File: config.mk
export PLATFORM = sky130hd
export DESIGN_NAME = seq_divider
export DESIGN_NICKNAME = d
export VERILOG_FILES = /design/src/rtl/seq_divider.sv
export SDC_FILE = /design/constraint.sdc
export NUM_CORES = 1
export LEC_CHECK = 0
export CELL_PAD_IN_SITES_DETAIL_PLACEMENT = 2
export CELL_PAD_IN_SITES_GLOBAL_PLACEMENT = 2
export CORE_MARGIN = 1.5
export CORE_UTILIZATION = 30
export CTS_CLUSTER_DIAMETER = 80
export DETAILED_ROUTE_END_ITERATION = 7
export PLACE_DENSITY_LB_ADDON = 0.1
export SLEW_MARGIN = 5
export SYNTH_ARGS = -nofsm -noshare
export SYNTH_HDL_FRONTEND = slang
export SYNTH_SLANG_ARGS = --single-unit
File: constraint.sdc
create_clock -name clk -period 2.6 [get_ports clk]
set_clock_uncertainty 0.2 [all_clocks]
set_input_delay 0.26 -clock clk [delete_from_list [all_inputs] [get_ports clk]]
set_output_delay 0.26 -clock clk [all_outputs]
set_load 0.005 [all_outputs]
File: src/rtl/seq_divider.sv
// rtl/seq_divider.sv - multi-cycle signed restoring divider, Z = {remainder, quotient}
module seq_divider #(
  parameter int WIDTH = 32
) (
  input  logic                 clk,
  input  logic                 reset,
  input  logic                 start,
  input  logic [WIDTH-1:0]     X,
  input  logic [WIDTH-1:0]     Y,
  output logic [2*WIDTH-1:0]   Z,
  output logic                 busy,
  output logic                 done,
  output logic                 dbz
);

  localparam int CW = $clog2(WIDTH);

  typedef enum logic [1:0] {
    S_IDLE,
    S_RUN,
    S_FIX,
    S_DONE
  } state_t;

  state_t           r_state;
  state_t           w_next;
  logic [CW-1:0]    r_cnt;
  logic             r_sx;
  logic             r_sy;
  logic             r_dz;
  logic [WIDTH-1:0] r_x;
  logic [WIDTH-1:0] r_ay;
  logic [WIDTH-1:0] r_quot;
  logic [WIDTH-1:0] r_rem;

  logic             w_accept;
  logic             w_last;
  logic [WIDTH-1:0] w_abs_x;
  logic [WIDTH-1:0] w_abs_y;
  logic [WIDTH:0]   w_shift_rem;
  logic [WIDTH-1:0] w_diff;
  logic             w_ge;
  logic [WIDTH-1:0] w_q_fix;
  logic [WIDTH-1:0] w_r_fix;

  assign w_accept = start && ((r_state == S_IDLE) || (r_state == S_DONE));
  assign w_last   = (r_cnt == CW'(WIDTH - 1));

  // Negating the most negative value wraps to itself, which is the correct unsigned magnitude.
  assign w_abs_x = X[WIDTH-1] ? -X : X;
  assign w_abs_y = Y[WIDTH-1] ? -Y : Y;

  // r_quot starts as |X| and its MSBs feed the remainder while quotient bits fill from the LSB.
  // The shifted remainder needs one extra bit; after a subtract it always fits back in WIDTH.
  assign w_shift_rem = {r_rem, r_quot[WIDTH-1]};
  assign w_ge        = (w_shift_rem >= {1'b0, r_ay});
  assign w_diff      = w_shift_rem[WIDTH-1:0] - r_ay;

  assign w_q_fix = r_dz ? '1  : ((r_sx ^ r_sy) ? -r_quot : r_quot);
  assign w_r_fix = r_dz ? r_x : (r_sx ? -r_rem : r_rem);

  always_comb begin
    w_next = r_state;
    unique case (r_state)
      S_IDLE:  if (start) w_next = S_RUN;
      S_RUN:   if (w_last) w_next = S_FIX;
      S_FIX:   w_next = S_DONE;
      S_DONE:  w_next = start ? S_RUN : S_IDLE;
      default: w_next = S_IDLE;
    endcase
  end

  always_ff @(posedge clk) begin
    if (reset) begin
      r_state <= S_IDLE;
      r_cnt   <= '0;
      r_sx    <= 1'b0;
      r_sy    <= 1'b0;
      r_dz    <= 1'b0;
      r_x     <= '0;
      r_ay    <= '0;
      r_quot  <= '0;
      r_rem   <= '0;
      Z       <= '0;
      dbz     <= 1'b0;
    end else begin
      r_state <= w_next;
      if (w_accept) begin
        r_sx   <= X[WIDTH-1];
        r_sy   <= Y[WIDTH-1];
        r_dz   <= (Y == '0);
        r_x    <= X;
        r_ay   <= w_abs_y;
        r_quot <= w_abs_x;
        r_rem  <= '0;
        r_cnt  <= '0;
      end else if (r_state == S_RUN) begin
        r_rem  <= w_ge ? w_diff : w_shift_rem[WIDTH-1:0];
        r_quot <= {r_quot[WIDTH-2:0], w_ge};
        r_cnt  <= r_cnt + 1'b1;
      end
      if (r_state == S_FIX) begin
        Z   <= {w_r_fix, w_q_fix};
        dbz <= r_dz;
      end
    end
  end

  assign busy = (r_state == S_RUN) || (r_state == S_FIX);
  assign done = (r_state == S_DONE);

endmodule

==> impl_metrics.csv, run 1 <==
group,metric,value,unit
status,status,"complete, but fails checks",
status,violations,"setup timing",
power,vdd_ir_drop_max,0.888,mV
sta,slew_headroom,48.8,%
floorplanning,die_y,205,um
drt,wl,61.0,mm
logic_synthesis,syn_inst,1568,
job,maxCapViolations,0,
sta,rsz0062_at_grt,"yes",
power,share_comb_of_total_power,72.9,%
logic_synthesis,yosysTopAreaCellShare,33.1,%
logic_synthesis,syn_nets,1679,
power,p_int,17.7,mW
worst_setup_path,start_kind,"register",
layout,fin_nets,2061,
logic_synthesis,async_flop_share,0,%
logic_synthesis,post_synth_num_cell_types,63,
sta,fmax,0.304,GHz
grt,grt_pass1_vias,14900,
sta,finalCritPeriodShare,127,%
floorplanning,die-area,41900,um2
power,leakage,7.43,nW
drt,viasPerCell,5.45,
place,post_dp_cell_area,16200,um2
layout,ff_latch_area,4120,um2
logic_synthesis,yosys_warnings,0,
drt,vias,13600,
layout,drive_gt1_share,31.6,%
clock_network,clockRootBuffer,"clkbuf_16",
floorplanning,fp-row-count,73,
sta,tns,-20.65,ns
logic_synthesis,yosys.area.top_type,"dfxtp_1",
worst_setup_path,crit_type,"reg -> reg",
logic_synthesis,avgSynthCellArea,7.79,um2
logic_synthesis,synth_edf_count,0,
grt,grtUsageMet2,50.1,%
worst_setup_path,path_max_fanout,4,
min_path,holdPathStages,3,
grt,grt-ovfl-total,0,
drt,ant_nets,0,
drt,drt-pass1-iter-count,5,
worst_setup_path,worstRegToRegCells,14,
logic_synthesis,synth_area_leaders,"dfxtp_1 33%, nand2_1 6.3%, xor2_1 6.0%",
drt,wl_per_cell,24.4,um
logic_synthesis,ys_ff_latch,202,
grt,grt_antenna_before_repair,2,
drt,drt_iter0_drc,603,
floorplanning,dieWidth,205,um
grt,met3_usage,3.88,%
worst_setup_path,endpoint_kind,"register",
power,p_clk_share,11.8,%
layout,n_fill_cell,4231,
logic_synthesis,synth_area,12200,um2
sta,layout_setup_ws,-0.694,ns
worst_setup_path,critPathArrivalTime,3.56,ns
sta,min_period,3.29,ns
clock_network,clk_pin_slew,0.06,ns
grt,grt_max_degree,91,
sta,setup_viol,52,
clock_network,insertion_delay,0.58,ns
power,p_sw,15.6,mW
floorplanning,ios,134,
drt,drc_errors,0,
clock_network,numCtsBuffers,27,
sta,worst_pin_slew,0.768,ns
power,swShare,46.9,%
grt,track_usage,27.0,%
worst_setup_path,cp_data_required_time,2.86,ns
layout,antenna_cells,0,
clock_network,clockBufferDepth,3,
clock_network,cts_tree,"built",
sta,slew_viol_final,0,
floorplanning,core,39900,um2
grt,grt_pass1_wl,87.4,mm
grt,grt.busiest_layer,"met2",
floorplanning,start_util,30.6,%
logic_synthesis,ys_seq_area_share,33.1,%
layout,multi_input_area,9040,um2
min_path,hold_path.class,"in -> reg",
place,routabilityCongestion,0.880,
sta,hold_viol_final,0,
layout,final_cells,2495,
place,placedCellCount,2393,
place,hpwl,38.7,mm
grt,grtUsageMet1,30.7,%
layout,area_growth,56.4,%
clock_network,htreeDepth,1,
layout,final_cell_area,19100,um2
logic_synthesis,synth_ff_type,"dfxtp_1",
power,power_density,1740,nW/um2
place,port_buffers,133,
layout,final_core_util,47.8,%
clock_network,clkSinkCount,202,
power,sequentialPowerShare,15.3,%
[power groups by stage]
stage	Sequential [mW]	Clock, mW	Combinational, mW
2_1_floorplan	4.88	0	9.45
3_3_place_gp	4.92	0	16.1
3_5_place_dp	4.97	0	16.7
4_1_cts	4.99	4.01	21.3
5_1_grt	5.16	4.13	25.6
6_report	5.08	3.94	24.3
[stage by stage]
step	total power, mW	hold WS (ns)	setup slack [ns]
floorplan	14.3	0.196	-0.00509
global placement	21.1	0.243	-0.347
detailed placement	21.7	0.254	-0.443
CTS	30.3	0.157	-0.258
global route	34.9	0.191	-0.691
finish	33.3	0.173	-0.694
[timing repair]
action,in CTS,in global routing
setup endpoints to repair,56,78
setup buffers,33,27
gates cloned,4,0
resized for setup,202,128
hold endpoints to repair,8,0
hold buffers,1,0
pin swaps,112,107
[cells by family after synthesis]
group	synth area share, %
muxes	4.84
adders and majority gates	4.57
DFF	33.1
and+or+nand+nor	19.4
xor gates and xnor gates	10.3
buffers and inverters	5.00
AOI/OAI and AO/OA	22.7
[final timing paths]
kind / from / to / slack, ns
worst min-delay path: X[16] / r_x[16] / 0.17
worst max register to register: r_ay[8] / r_rem[25] / -0.69
worst max-delay path: r_ay[8] / r_rem[25] / -0.69
worst min register to register: r_x[5] / r_x[5] / 0.26
[flip-flops by register name (all words and copies together), names as in the netlist]
signal	cells
dbz	1
r_rem	32
r_sy	1
r_cnt	5
r_ay	32
r_state	2
r_sx	1
r_quot	32
r_x	31
Z	64
r_dz	1
[per-layer routing]
layer,part of all wire (%),vias to the layer above
met1,41,6904
met4,4.1,2
met3,2.7,126
met2,52,256
li1,-,6316
met5,0.021,-
[cell usage in the layout, fill, tap and decap left out, types with 25 or more instances in the layout]
master / synthesis / final
inv_1: 51 / 34
clkdlybuf4s50_1: 0 / 132
xor2_1: 84 / 75
xnor2_1: 60 / 56
nand2_1: 206 / 172
o21ai_0: 114 / 82
a211oi_1: 66 / 64
o22ai_1: 35 / 34
dfxtp_1: 202 / 165
clkbuf_16: 0 / 27
mux2i_1: 59 / 59
nor2_1: 167 / 164
ha_4: 0 / 25
dfxtp_2: 0 / 26
a21oi_1: 102 / 78
buf_4: 1 / 282
[worst max-delay path, stage by stage, from the launching register on]
cell	delay [ns]
dfxtp_2	0.35
inv_1	0.05
ha_1	0.31
nand4_1	0.21
nor4_2	0.31
buf_4	0.16
and4_4	0.21
a21oi_2	0.05
o21ai_2	0.28
a211oi_4	0.16
nand2_2	0.16
buf_8	0.14
buf_6	0.11
o311ai_4	0.12
a31oi_1	0.32
[final cells by class]
type,instances,area share [%]
clock inverters,12,0.727
inverters,51,1.02
well taps,525,3.44
flip-flops and latches,202,21.6
clock buffers,37,4.00
repair buffers,461,21.9
multi-input cells,1207,47.3
[Yosys cell counts (13+ instances only)]
cell type / n
a211oi_1: 66
a21o_1: 13
a21oi_1: 102
a31oi_1: 26
clkbuf_1: 88
dfxtp_1: 202
ha_1: 43
inv_1: 51
mux2i_1: 59
nand2_1: 206
nand2b_1: 24
nand4_1: 17
nor2_1: 167
nor3_1: 19
nor4_1: 13
o21ai_0: 114
o22ai_1: 35
o31ai_1: 25
o41ai_1: 14
or3_1: 14
xnor2_1: 60
xor2_1: 84
No activity file was read; power rests on OpenSTA's default activity.
==> run 2, diff against run 1 <==
SLEW_MARGIN = 20   (was 5)
==> results of run 2 <==
Same layout as run 1: the final DEF is identical, and so are final timing and power.
